--- src/rtl/pwm_pkg.sv ---
// ============================================================================
// Module      : pwm_pkg
// Description : Shared types and helpers for the multi-channel PWM generator.
// Revision    : 1.0 - initial release
// ============================================================================
`default_nettype none

package pwm_pkg;

  // Counting scheme latched at each period boundary
  typedef enum logic {
    PWM_EDGE   = 1'b0,
    PWM_CENTER = 1'b1
  } pwm_mode_e;

  // Direction of the shared period counter (only DIR_UP is used in edge mode)
  typedef enum logic {
    DIR_UP   = 1'b0,
    DIR_DOWN = 1'b1
  } cnt_dir_e;

  // clk cycles per counter tick; a result below 1 means the clock is too slow
  function automatic int calc_res(input int sys_freq, input int pwm_freq,
                                  input int bit_width);
    return (sys_freq / pwm_freq) / (1 << bit_width);
  endfunction

endpackage

`default_nettype wire

--- src/rtl/pwm_time_base.sv ---
// ============================================================================
// Module      : pwm_time_base
// Description : Free-running prescaler producing a one-clk tick every RES
//               clocks while enabled; held at zero when disabled.
// Revision    : 1.0 - initial release
// ============================================================================
`default_nettype none

module pwm_time_base #(
  parameter int RES = 1
) (
  input  logic clk,
  input  logic reset,
  input  logic en_i,
  output logic tick_o
);

  localparam int            PW   = (RES > 1) ? $clog2(RES) : 1;
  localparam logic [PW-1:0] LAST = PW'(RES - 1);

  logic [PW-1:0] presc_q;
  logic [PW-1:0] presc_d;

  // Next prescaler value: wrap at LAST, park at zero while disabled
  always_comb begin
    presc_d = presc_q;
    if (!en_i) begin
      presc_d = '0;
    end else if (presc_q == LAST) begin
      presc_d = '0;
    end else begin
      presc_d = presc_q + PW'(1);
    end
  end

  // Prescaler state register
  always_ff @(posedge clk) begin
    if (reset) begin
      presc_q <= '0;
    end else begin
      presc_q <= presc_d;
    end
  end

  assign tick_o = en_i && (presc_q == LAST);

endmodule

`default_nettype wire

--- src/rtl/pwm_multichannel_gen.sv ---
// ============================================================================
// Module      : pwm_multichannel_gen
// Description : NUM_CH PWM outputs sharing one prescaler and period counter.
//               Duties are double-buffered (shadow -> active at period
//               boundaries); edge-aligned or centre-aligned counting.
// Revision    : 1.0 - initial release
// ============================================================================
`default_nettype none

module pwm_multichannel_gen
  import pwm_pkg::*;
#(
  parameter  int NUM_CH    = 4,
  parameter  int BIT_WIDTH = 8,
  parameter  int PWM_FREQ  = 100,
  parameter  int SYS_FREQ  = 50000000,
  localparam int CH_W      = (NUM_CH > 1) ? $clog2(NUM_CH) : 1
) (
  input  logic              clk,
  input  logic              reset,
  input  logic              enable,
  input  logic              center_mode,
  input  logic              duty_wr_en,
  input  logic [CH_W-1:0]   duty_wr_ch,
  input  logic [BIT_WIDTH:0] duty_wr_data,
  output logic [NUM_CH-1:0] pwm_out,
  output logic              period_start
);

  localparam int                   RES     = calc_res(SYS_FREQ, PWM_FREQ, BIT_WIDTH);
  localparam int                   DW      = BIT_WIDTH + 1;
  localparam logic [DW-1:0]        MAX     = DW'(1) << BIT_WIDTH;
  localparam logic [BIT_WIDTH-1:0] CNT_TOP = {BIT_WIDTH{1'b1}};

  if (RES < 1) begin : g_res_check
    $error("pwm_multichannel_gen: SYS_FREQ too low for PWM_FREQ and BIT_WIDTH");
  end

  logic                 en_q;
  logic [BIT_WIDTH-1:0] cnt_q, cnt_d;
  cnt_dir_e             dir_q, dir_d;
  pwm_mode_e            mode_q, mode_d;
  logic                 period_start_q, period_start_d;
  logic                 run;
  logic                 tick;
  logic                 boundary;
  logic                 load;
  logic [DW-1:0]        wr_duty_sat;

  // The first enabled clk only emits period_start; counting starts a clk later
  // so every period, including the first, spans exactly one full period.
  assign run = enable & en_q;

  pwm_time_base #(
    .RES (RES)
  ) u_time_base (
    .clk    (clk),
    .reset  (reset),
    .en_i   (run),
    .tick_o (tick)
  );

  // Period counter next state; flags the tick that ends a period
  always_comb begin
    cnt_d    = cnt_q;
    dir_d    = dir_q;
    boundary = 1'b0;
    if (!enable) begin
      cnt_d = '0;
      dir_d = DIR_UP;
    end else if (tick) begin
      if (mode_q == PWM_EDGE) begin
        if (cnt_q == CNT_TOP) begin
          cnt_d    = '0;
          dir_d    = DIR_UP;
          boundary = 1'b1;
        end else begin
          cnt_d = cnt_q + BIT_WIDTH'(1);
        end
      end else if (dir_q == DIR_UP) begin
        // hold one tick at the top while turning round
        if (cnt_q == CNT_TOP) begin
          dir_d = DIR_DOWN;
        end else begin
          cnt_d = cnt_q + BIT_WIDTH'(1);
        end
      end else begin
        // hold one tick at zero; the down->up turn is the period boundary
        if (cnt_q == '0) begin
          dir_d    = DIR_UP;
          boundary = 1'b1;
        end else begin
          cnt_d = cnt_q - BIT_WIDTH'(1);
        end
      end
    end
  end

  // Shadow duties and mode are transferred while idle and at each boundary
  assign load = ~run | boundary;

  // Mode latch and period_start pulse next state
  always_comb begin
    mode_d         = load ? (center_mode ? PWM_CENTER : PWM_EDGE) : mode_q;
    period_start_d = boundary | (enable & ~en_q);
  end

  // Shared counter, mode and period_start state registers
  always_ff @(posedge clk) begin
    if (reset) begin
      en_q           <= 1'b0;
      cnt_q          <= '0;
      dir_q          <= DIR_UP;
      mode_q         <= PWM_EDGE;
      period_start_q <= 1'b0;
    end else begin
      en_q           <= enable;
      cnt_q          <= cnt_d;
      dir_q          <= dir_d;
      mode_q         <= mode_d;
      period_start_q <= period_start_d;
    end
  end

  assign period_start = period_start_q;

  // Duties above MAX would behave like MAX anyway; clamp so shadow stays in range
  assign wr_duty_sat = (duty_wr_data > MAX) ? MAX : duty_wr_data;

  for (genvar i = 0; i < NUM_CH; i++) begin : g_ch
    logic [DW-1:0] shadow_q;
    logic [DW-1:0] active_q;
    logic          pwm_q;

    // Per-channel shadow/active duty and registered compare output
    always_ff @(posedge clk) begin
      if (reset) begin
        shadow_q <= '0;
        active_q <= '0;
        pwm_q    <= 1'b0;
      end else begin
        if (duty_wr_en && (duty_wr_ch == CH_W'(i))) begin
          shadow_q <= wr_duty_sat;
        end
        if (load) begin
          active_q <= shadow_q;
        end
        pwm_q <= run & ({1'b0, cnt_q} < active_q);
      end
    end

    assign pwm_out[i] = pwm_q;
  end

endmodule

`default_nettype wire
--- config.mk ---
export PLATFORM = sky130hd
export DESIGN_NAME = pwm_multichannel_gen
export DESIGN_NICKNAME = d
export VERILOG_FILES = /design/src/rtl/pwm_pkg.sv /design/src/rtl/pwm_time_base.sv /design/src/rtl/pwm_multichannel_gen.sv
export SDC_FILE = /design/constraint.sdc
export NUM_CORES = 1
export LEC_CHECK = 0
export BUFFER_PORTS_ARGS = -buffer_cell sky130_fd_sc_hd__buf_2
export CAP_MARGIN = 10
export CORE_MARGIN = 3
export CORE_UTILIZATION = 50
export CTS_CLUSTER_DIAMETER = 100
export DETAILED_ROUTE_END_ITERATION = 8
export GPL_TIMING_DRIVEN = 0
export PLACE_DENSITY = 0.73
export SYNTH_ARGS = -nofsm -noshare
export SYNTH_HDL_FRONTEND = slang
export SYNTH_SLANG_ARGS = --single-unit
--- constraint.sdc ---
create_clock -name clk -period 2.3 [get_ports clk]
set_clock_uncertainty 0.1 [all_clocks]
set_input_delay 0.23 -clock clk [delete_from_list [all_inputs] [get_ports clk]]
set_output_delay 0.23 -clock clk [all_outputs]
set_load 0.05 [all_outputs]
==> reports/metrics.cfg, run 1 <==
[layout]
area.growth.synth_to_final_pct=9.18
drive_above_1_share=0.102
final_area_mm2=0.00570
final_core_util=0.572
fin_nets=691
num_antenna_cells=0
fin_cells=780
fill_cells=924

[floorplan]
start_util=0.524
rows=36
die_height_um=108
die_x_um=108
design.core.area_mm2=0.00995
num_io_pins=21
dieArea_mm2=0.0117

[clocking]
postCtsHoldBufs=0
cts_buffers=9
cts_tree=built
clk_pin_slew_ns=0.10
post-cts-setup-buffers=0
clock_path_buffers=2
clk-insertion-delay-late_ns=0.38
cts_root_buf=clkbuf_8
htree_levels=3
clock_sink_count=99

[timing]
rsz0062_at_grt=no
worst_pin_slew_ns=0.954
final_hold_viol_count=0
fmax_ghz=0.466
finalCritPeriodShare=0.932
fin_crit_ns=2.14
slew_headroom=0.363
finalSetupViolations=0
setup_tns_ns=0
slew_viol_final=0

[synthesis]
synth_seq_area_share=0.380
synth-xor-area-share=0.0185
yosysTopAreaCellShare=0.380
synth-async-reset-ratio=0
synth.cell_area_mm2=0.00522
synth_simple_gate_area_frac=0.264
synth_compound_area_frac=0.114
synth_edf_count=0
yosysWarnings=0
ys_top_cells_by_count=dfxtp_1, nand2_1, nand2b_1
synth_fa_ha_area_frac=0.0791
synth.most_common_cell=dfxtp_1
yosys.cell_types.count=53
synth_top_cell_by_area=dfxtp_1
postSynthAreaPerCell_um2=8.51
syn_inst=613
synth.area.top_cells=dfxtp_1, nand2b_1, ha_1, mux2i_1, nand2_1
synth_mux_area_frac=0.0767
syn_nets=662
synthFlopType=dfxtp_1
ys_ff_latch=99
synth_top_family_by_area=simple AND/OR/NAND/NOR gates

[critical_path]
rrSetupSlack_ns=0.16
cp_max_fo=10
startpoint_type=flip-flop
reg2reg_to=g_ch[0].active_q[3]
crit_cells=9
path_delay_family=buffers and inverters
crit_chain=buf_2 -> inv_1 -> ha_1 -> nand4_2 -> o31ai_1 -> a21oi_1 -> buf_6 -> buf_6 -> mux2i_1
rr_worst_depth=9
worst-path-buf-inv=4
crit_required_ns=2.50
setup.worst_path.class=flip-flop to flip-flop
cp.arrival_ns=2.35
slowest_stage=dfxtp_2
reg2reg_from=cnt_q[1]
crit_top_cell=buf_6
crit_path_max_incr_delay_ns=0.43
endpoint_kind=flip-flop

[route]
vias=4153
vias_per_cell=5.32
drc=0
dr.pass1.iters=4
drt-total-wl_um=11100
route.met2.wl_um=5190
wl_per_cell_um=14.2
drt_iter0_markers=170
antenna_left=0
highest_layer=met4
met1_length_um=5170
wl_met3_um=443

[worst_hold_path]
min_to=mode_q
worstHoldPathType=input port to flip-flop
hold_depth=3
min-delay-start=center_mode

[run]
maxCapViolCount=0

[place]
dp.cells=764
placed_area_mm2=0.00548
dp_hpwl_um=8440
port_buffers=18
gp_congestion=0.909

[global_route]
grt_pass1_vias=4044
grt_max_degree=19
grt.total_usage=0.204
antenna_found_initial=0
grt_pass1_wl_um=19100
grt-ovfl-total=0

[outcome]
status=finished, final reports clean

[pwr]
p_leak_uw=0.00203
p_per_area_mw_per_mm2=551
ir_worst_vdd_mv=0.447
total_power_uw=3140

[cell usage in the layout (no fill, tap or decap), types with 3 or more instances in the layout]
master,count
dfxtp_1,93
nand2_1,87
nand2b_1,80
a21oi_1,52
inv_1,42
mux2i_1,40
ha_1,33
buf_2,22
nor2_1,20
clkbuf_1,17
nand3_1,14
a21o_1,11
xor2_1,10
nor2b_1,9
o21ai_0,9
nand4_1,9
clkbuf_8,9
and3_1,8
o211ai_1,6
dfxtp_2,6
buf_1,5
buf_6,5
a31oi_1,5
nor3_1,4
buf_4,4
a32oi_1,3
[where the power goes]
group          total (uW)  switching [uW]  leakage [uW]  internal [uW]
Clock                1190             665      0.000101            521
Sequential           1760            16.9      0.000803           1740
Combinational         200             118       0.00113           81.8
[final cells by class]
type	instances	area [um2]	area share
multi-input combinational	435	2880	0.506
sequential	99	1990	0.349
buffer	36	196	0.0345
tap	133	166	0.0292
inverter	43	161	0.0283
clock buffer	9	124	0.0217
timing repair buffer	18	90.1	0.0158
clock inverter	7	86.3	0.0152
[routing by layer]
metal  vias up  track usage
li1       2115            -
met1      1910        0.258
met2       102        0.339
met3        26       0.0406
met4         0       0.0893
met5         -            0
[tightest hold or removal path, delay by kind of cell]
kind                   cells  cell delay (ns)
buffers and inverters      1             0.11
AND/OR/NAND/NOR            1             0.06
multiplexers               1             0.06
[logic make-up after synthesis]
| family | Yosys count |
|---|---|
| AND/OR/NAND/NOR | 253 |
| flip-flops | 99 |
| AO/OA/AOI/OAI | 98 |
| buffers and inverters | 79 |
| multiplexers | 40 |
| adder cells (fa/ha/maj) | 33 |
| XOR/XNOR | 11 |
[flip-flops by register name, indices dropped and copies added, names as in the netlist]
name and count:
mode_q 1, cnt_q 8, g_ch.active_q 36, dir_q 1, g_ch.shadow_q 36, u_time_base.presc_q 11, g_ch.pwm_q 4, period_start 1
en_q 1
[what timing repair did]
item	in CTS	in global routing
gates cloned	0	0
endpoints found under the setup margin	31	33
hold endpoints to repair	0	0
pin swaps	0	0
resized for setup	2	9
[how the worst max path moves through the flow]
stage	startpoint	endpoint	slack, ns
final	cnt_q[1]	g_ch[0].active_q[3]	0.16
after global routing	u_time_base.presc_q[0]	g_ch[0].active_q[8]	0.01
after CTS	cnt_q[1]	g_ch[2].active_q[3]	0.06
after detailed placement	cnt_q[0]	g_ch[2].active_q[3]	-0.06
after global placement	cnt_q[0]	g_ch[0].active_q[7]	-0.05
after floorplan	cnt_q[1]	g_ch[0].active_q[0]	0.35
[per-stage QoR]
step / hold slack, ns / worst slack (ns)
2_1_floorplan: 0.282 / 0.345
4_1_cts: 0.0102 / 0.0558
5_1_grt: 0.0307 / 0.0118
3_5_place_dp: 0.321 / -0.0625
6_report: 0.0292 / 0.155
3_3_place_gp: 0.319 / -0.0537
(Power assumes the default switching activity.)
==> run 2, diff against run 1 <==
--- a/config.mk
+++ b/config.mk
@@ -8,11 +8,11 @@
 export BUFFER_PORTS_ARGS = -buffer_cell sky130_fd_sc_hd__buf_2
 export CAP_MARGIN = 10
 export CORE_MARGIN = 3
-export CORE_UTILIZATION = 50
+export CORE_UTILIZATION = 40
 export CTS_CLUSTER_DIAMETER = 100
 export DETAILED_ROUTE_END_ITERATION = 8
 export GPL_TIMING_DRIVEN = 0
-export PLACE_DENSITY = 0.73
+export PLACE_DENSITY = 0.62
 export SYNTH_ARGS = -nofsm -noshare
 export SYNTH_HDL_FRONTEND = slang
 export SYNTH_SLANG_ARGS = --single-unit
==> run 2 against run 1 <==
Cell count up 5.0%. Die area up 24%. Sequential power about the same. Largest cell class unchanged. Design area up 2.3%. Largest power group unchanged. Global-route usage down 3.8 points. Setup slack worse by 0.041 ns. Critical path depth down 3.
==> reports/metrics.cfg, run 2 (synthesized netlist as in run 1, its figures left out) <==
[route]
drt-total-wl_um=11500  ; was 11100 um
dr.pass1.iters=5  ; was 4
antenna_left=0  ; unchanged
vias_per_cell=4.98  ; was 5.32
vias=4077  ; was 4153
wl_per_cell_um=14.0  ; was 14.2 um
drt_iter0_markers=273  ; was 170
drc=0  ; unchanged

[critical_path]
reg2reg_from=cnt_q[2]  ; was cnt_q[1]
crit_required_ns=2.41  ; was 2.50 ns
reg2reg_to=cnt_q[5]  ; was g_ch[0].active_q[3]
cp.arrival_ns=2.30  ; was 2.35 ns
crit_end=cnt_q[5]  ; was g_ch[0].active_q[3]
setup.worst_path.class=flip-flop to flip-flop  ; unchanged
cp-startpoint=cnt_q[2]  ; was cnt_q[1]
startpoint_type=flip-flop  ; unchanged
rr_worst_depth=6  ; was 9
rrSetupSlack_ns=0.11  ; was 0.16 ns
endpoint_kind=flip-flop  ; unchanged
cp_max_fo=10  ; unchanged

[place]
port_buffers=18  ; unchanged
dp.cells=803  ; was 764
dp_hpwl_um=8590  ; was 8440 um
gp_congestion=0.856  ; was 0.909

[floorplan]
design.core.area_mm2=0.0127  ; was 0.00995 mm2
dieArea_mm2=0.0145  ; was 0.0117 mm2
die_x_um=120  ; was 108 um
num_io_pins=21  ; unchanged
die_height_um=120  ; was 108 um
rows=41  ; was 36
start_util=0.412  ; was 0.524

[pwr]
p_per_area_mw_per_mm2=585  ; was 551 mW/mm2
p_leak_uw=0.00207  ; was 0.00203 uW
total_power_uw=3410  ; was 3140 uW
ir_worst_vdd_mv=0.376  ; was 0.447 mV

[timing]
finalCritPeriodShare=0.950  ; was 0.932
slew_viol_final=0  ; unchanged
hold_slack_ns=0.0656  ; was 0.0292 ns
rsz0062_at_grt=no  ; unchanged
fmax_ghz=0.457  ; was 0.466 GHz
final_hold_viol_count=0  ; unchanged
finalSetupViolations=0  ; unchanged
fin_crit_ns=2.19  ; was 2.14 ns
worst_pin_slew_ns=0.933  ; was 0.954 ns
slew_headroom=0.377  ; was 0.363

[clocking]
cts_tree=built  ; unchanged
cts_buffers=9  ; unchanged
cts_root_buf=clkbuf_16  ; was clkbuf_8
clk_pin_slew_ns=0.07  ; was 0.10 ns
clock_sink_count=99  ; unchanged
clk-insertion-delay-late_ns=0.35  ; was 0.38 ns
post-cts-setup-buffers=0  ; unchanged
htree_levels=3  ; unchanged
clock_path_buffers=2  ; unchanged

[global_route]
grt_pass1_vias=4013  ; was 4044
grt_pass1_wl_um=19300  ; was 19100 um
grt.total_usage=0.166  ; was 0.204
antenna_found_initial=0  ; unchanged
grt_max_degree=18  ; was 19
grt-ovfl-total=0  ; unchanged

[outcome]
status=finished, final reports clean  ; unchanged

[layout]
num_antenna_cells=0  ; unchanged
final_common_cell=dfxtp_1  ; unchanged
fin_cells=819  ; was 780
fin_nets=691  ; unchanged
drive_above_1_share=0.102  ; unchanged
top_regs=g_ch.active_q x36, g_ch.shadow_q x36, u_time_base.presc_q x11  ; unchanged
area.growth.synth_to_final_pct=11.7  ; was 9.18%
final_cell_mix=dfxtp_1, nand2_1, nand2b_1  ; unchanged
final_core_util=0.460  ; was 0.572

[worst_hold_path]
worstHoldPathType=input port to flip-flop  ; unchanged

[run]
maxCapViolCount=0  ; unchanged

run 2: changes by cell type in the layout (fill, tap and decap cells not counted), sizes merged:
cell | before | now
clkbuf | 27 | 29
bufinv | 1 | 0
clkinv | 2 | 3
clkinvlp | 2 | 1
buf | 36 | 35
run 2: how the worst min path moves through the flow:
stage | startpoint | endpoint | slack (ns) | depth (start not counted)
6_report | center_mode | mode_q | 0.07 | 3
5_1_grt | center_mode | mode_q | 0.07 | 3
4_1_cts | center_mode | mode_q | 0.04 | 3
3_5_place_dp | en_q | period_start | 0.33 | 1
3_3_place_gp | en_q | period_start | 0.31 | 1
2_1_floorplan | center_mode | mode_q | 0.28 | 2
run 2: stage by stage:
stage | setup slack (ns) | instance area, um2 | setup TNS (ns)
global placement | -0.0779 | 5520 | -2.15
CTS | 0.0257 | 5810 | 0
detailed placement | -0.137 | 5520 | -3.29
floorplan | 0.345 | 5220 | 0
finish | 0.114 | 5830 | 0
global route | 0.00593 | 5830 | 0
run 2: layout make-up:
cell class	instances	area, um2
buffer	36	196
clock inverter	6	48.8
multi-input combinational	435	2890
sequential	99	1990
timing repair buffer	18	90.1
clock buffer	10	239
inverter	43	161
fill	1262	6840
tap	172	215
run 2: timing repair:
item	CTS	global route
setup endpoints to repair	31	35
endpoints found under the hold margin	0	0
gates resized for setup	2	9
hold buffers	0	0
cloned	0	0
run 2: worst max-delay path, stage by stage (launching register included):
cell	delay [ns]
dfxtp_1	0.56
buf_2	0.29
nand3_1	0.21
or3_1	0.37
and4_1	0.22
nor4_2	0.24
a211oi_2	0.07
run 2: routing by layer:
metal / global-route usage / wire length (um) / share of wire
met1: 0.219 / 5490 / 0.48
met2: 0.258 / 5070 / 0.44
met3: 0.0468 / 531 / 0.046
met4: 0.0687 / 361 / 0.032
met5: 0 / 0 / 0
run 2: report_power, final:
part	total [uW]	internal [uW]	switching, uW
clock	1460	776	681
combinational	200	81.9	118
sequential	1760	1740	17.3
total	3410	2600	817
==> run 3, diff against run 2 <==
--- a/config.mk
+++ b/config.mk
@@ -8,11 +8,11 @@
 export BUFFER_PORTS_ARGS = -buffer_cell sky130_fd_sc_hd__buf_2
 export CAP_MARGIN = 10
 export CORE_MARGIN = 3
-export CORE_UTILIZATION = 40
+export CORE_UTILIZATION = 62
 export CTS_CLUSTER_DIAMETER = 100
 export DETAILED_ROUTE_END_ITERATION = 8
 export GPL_TIMING_DRIVEN = 0
-export PLACE_DENSITY = 0.62
+export PLACE_DENSITY = 0.86
 export SYNTH_ARGS = -nofsm -noshare
 export SYNTH_HDL_FRONTEND = slang
 export SYNTH_SLANG_ARGS = --single-unit
==> constraint.sdc (replaced) <==
create_clock -name clk -period 2.2 [get_ports clk]
set_clock_uncertainty 0.1 [all_clocks]
set_input_delay 0.22 -clock clk [delete_from_list [all_inputs] [get_ports clk]]
set_output_delay 0.22 -clock clk [all_outputs]
set_load 0.05 [all_outputs]
==> run 3 against run 2 <==
Sequential power rose by 4%. Sequential share of layout area grew 0.63 points. Flip-flop and latch count is the same. First-iteration DRC count down 33%. Die area down 34%. Register-to-register slack about the same. Wire length is 3.5% lower. Via count rose by 3.8%. Design area down 1.6%. Clock-buffer cell count stayed put. Setup slack worse by 0.0080 ns. Maximum frequency grew 4.4%. Highest routed layer unchanged.
==> reports/metrics.cfg, run 3 (synthesized netlist as in run 1, its figures left out) <==
[floorplan]
start_util=0.658  ; was 0.412
design.core.area_mm2=0.00793  ; was 0.0127 mm2
die_x_um=97.7  ; was 120 um
die_height_um=97.7  ; was 120 um
rows=32  ; was 41
dieArea_mm2=0.00955  ; was 0.0145 mm2
num_io_pins=21  ; unchanged

[global_route]
grt-ovfl-total=0  ; unchanged
grt_pass1_wl_um=18800  ; was 19300 um
antenna_found_initial=0  ; unchanged
grt_max_degree=19  ; was 18
grt_pass1_vias=4063  ; was 4013
grt.total_usage=0.238  ; was 0.166

[layout]
multi_input_area_mm2=0.00291  ; was 0.00289 mm2
area.sequential_mm2=0.00199  ; about the same
num_antenna_cells=0  ; unchanged
final_common_cell=dfxtp_1  ; unchanged
drive_above_1_share=0.115  ; was 0.102
fill_cells=578  ; was 1262
final_area_mm2=0.00574  ; was 0.00583 mm2
area.growth.synth_to_final_pct=10.0  ; was 11.7%
final_cell_mix=dfxtp_1, nand2_1, nand2b_1  ; unchanged
top_regs=g_ch.active_q x36, g_ch.shadow_q x36, u_time_base.presc_q x11  ; unchanged
fin_nets=697  ; was 691
fin_cells=755  ; was 819

[clocking]
postCtsHoldBufs=0  ; unchanged
clk_pin_slew_ns=0.11  ; was 0.07 ns
cts_root_buf=clkbuf_8  ; was clkbuf_16
htree_levels=3  ; unchanged
clock_sink_count=99  ; unchanged
cts_buffers=9  ; unchanged
clock_path_buffers=2  ; unchanged
cts_tree=built  ; unchanged
clk-insertion-delay-late_ns=0.36  ; was 0.35 ns

[timing]
finalSetupViolations=0  ; unchanged
slew_viol_final=0  ; unchanged
hold_slack_ns=0.0545  ; was 0.0656 ns
slew_headroom=0.364  ; was 0.377
rsz0062_at_grt=no  ; unchanged
fin_crit_ns=2.09  ; was 2.19 ns
finalCritPeriodShare=0.952  ; was 0.950
fmax_ghz=0.478  ; was 0.457 GHz
final_hold_viol_count=0  ; unchanged
worst_pin_slew_ns=0.953  ; was 0.933 ns

[critical_path]
crit_required_ns=2.34  ; was 2.41 ns
rrSetupSlack_ns=0.11  ; about the same
cp.arrival_ns=2.23  ; was 2.30 ns
endpoint_kind=flip-flop  ; unchanged
startpoint_type=flip-flop  ; unchanged
setup.worst_path.class=flip-flop to flip-flop  ; unchanged
cp_max_fo=6  ; was 10

[pwr]
p_per_area_mw_per_mm2=570  ; was 585 mW/mm2
p_leak_uw=0.00207  ; about the same
ir_worst_vdd_mv=0.438  ; was 0.376 mV

[worst_hold_path]
worstHoldPathType=input port to flip-flop  ; unchanged

[place]
port_buffers=18  ; unchanged
dp_hpwl_um=8060  ; was 8590 um
placed_area_mm2=0.00544  ; was 0.00552 mm2
gp_congestion=0.931  ; was 0.856
dp.cells=733  ; was 803

[route]
vias=4231  ; was 4077
vias_per_cell=5.60  ; was 4.98
drt-total-wl_um=11100  ; was 11500 um
drc=0  ; unchanged
wl_per_cell_um=14.7  ; was 14.0 um
dr.pass1.iters=5  ; unchanged
drt_iter0_markers=182  ; was 273
antenna_left=0  ; unchanged

[run]
maxCapViolCount=0  ; unchanged

[outcome]
status=finished, final reports clean  ; unchanged

-- run 3: cell types whose count changed in the layout (fill, tap and decap cells not counted), moves of 2 or more --
cell       before  now
clkbuf_16       9    0
dfxtp_1        93   91
inv_6           0    2
clkinv_2        2    0
clkbuf_8        1    9
buf_4           4   11
-- run 3: repair_timing --
item                       CTS  global route
gates resized for setup      6            14
buffers inserted             0             6
pin swaps                    0             1
setup endpoints to repair   41            35
-- run 3: where the power goes --
part           switching [uW]  internal [uW]
clock                     670            552
combinational             126           90.4
sequential               17.7           1820
total                     813           2460
-- run 3: critical path, stage by stage, from the launching register on --
cell	delay [ns]
dfxtp_4	0.40
ha_1	0.23
nand3_1	0.21
or4b_4	0.56
and3_4	0.23
mux2i_1	0.18
nor2_1	0.06
-- run 3: layer usage --
metal,track usage,share of wire
met1,0.309,0.44
met2,0.394,0.48
met3,0.0486,0.055
met4,0.0831,0.028
met5,0,0
-- run 3: final timing paths --
path / from / to / cells after the start
worst max-delay path: cnt_q[1] / cnt_q[1] / 6
worst min-delay path: center_mode / mode_q / 3
worst max register to register: cnt_q[1] / cnt_q[1] / 6
worst min register to register: en_q / period_start / 1
-- run 3: through the flow --
step | setup slack (ns) | util | setup TNS, ns | power (uW)
2_1_floorplan | 0.245 | - | 0 | 2020
4_1_cts | 0.00752 | 0.713 | 0 | 3290
6_report | 0.106 | 0.724 | 0 | 3270
5_1_grt | 0.00656 | 0.724 | 0 | 3400
3_3_place_gp | -0.105 | 0.686 | -2.70 | 2080
3_5_place_dp | -0.192 | 0.686 | -4.77 | 2080
-- run 3: cell type report --
cell class,count,share of cell area
multi-input combinational,435,0.507
sequential,99,0.347
buffer,36,0.0353
inverter,43,0.0281
timing repair buffer,24,0.0235
clock buffer,10,0.0222
tap,102,0.0222
clock inverter,6,0.0144
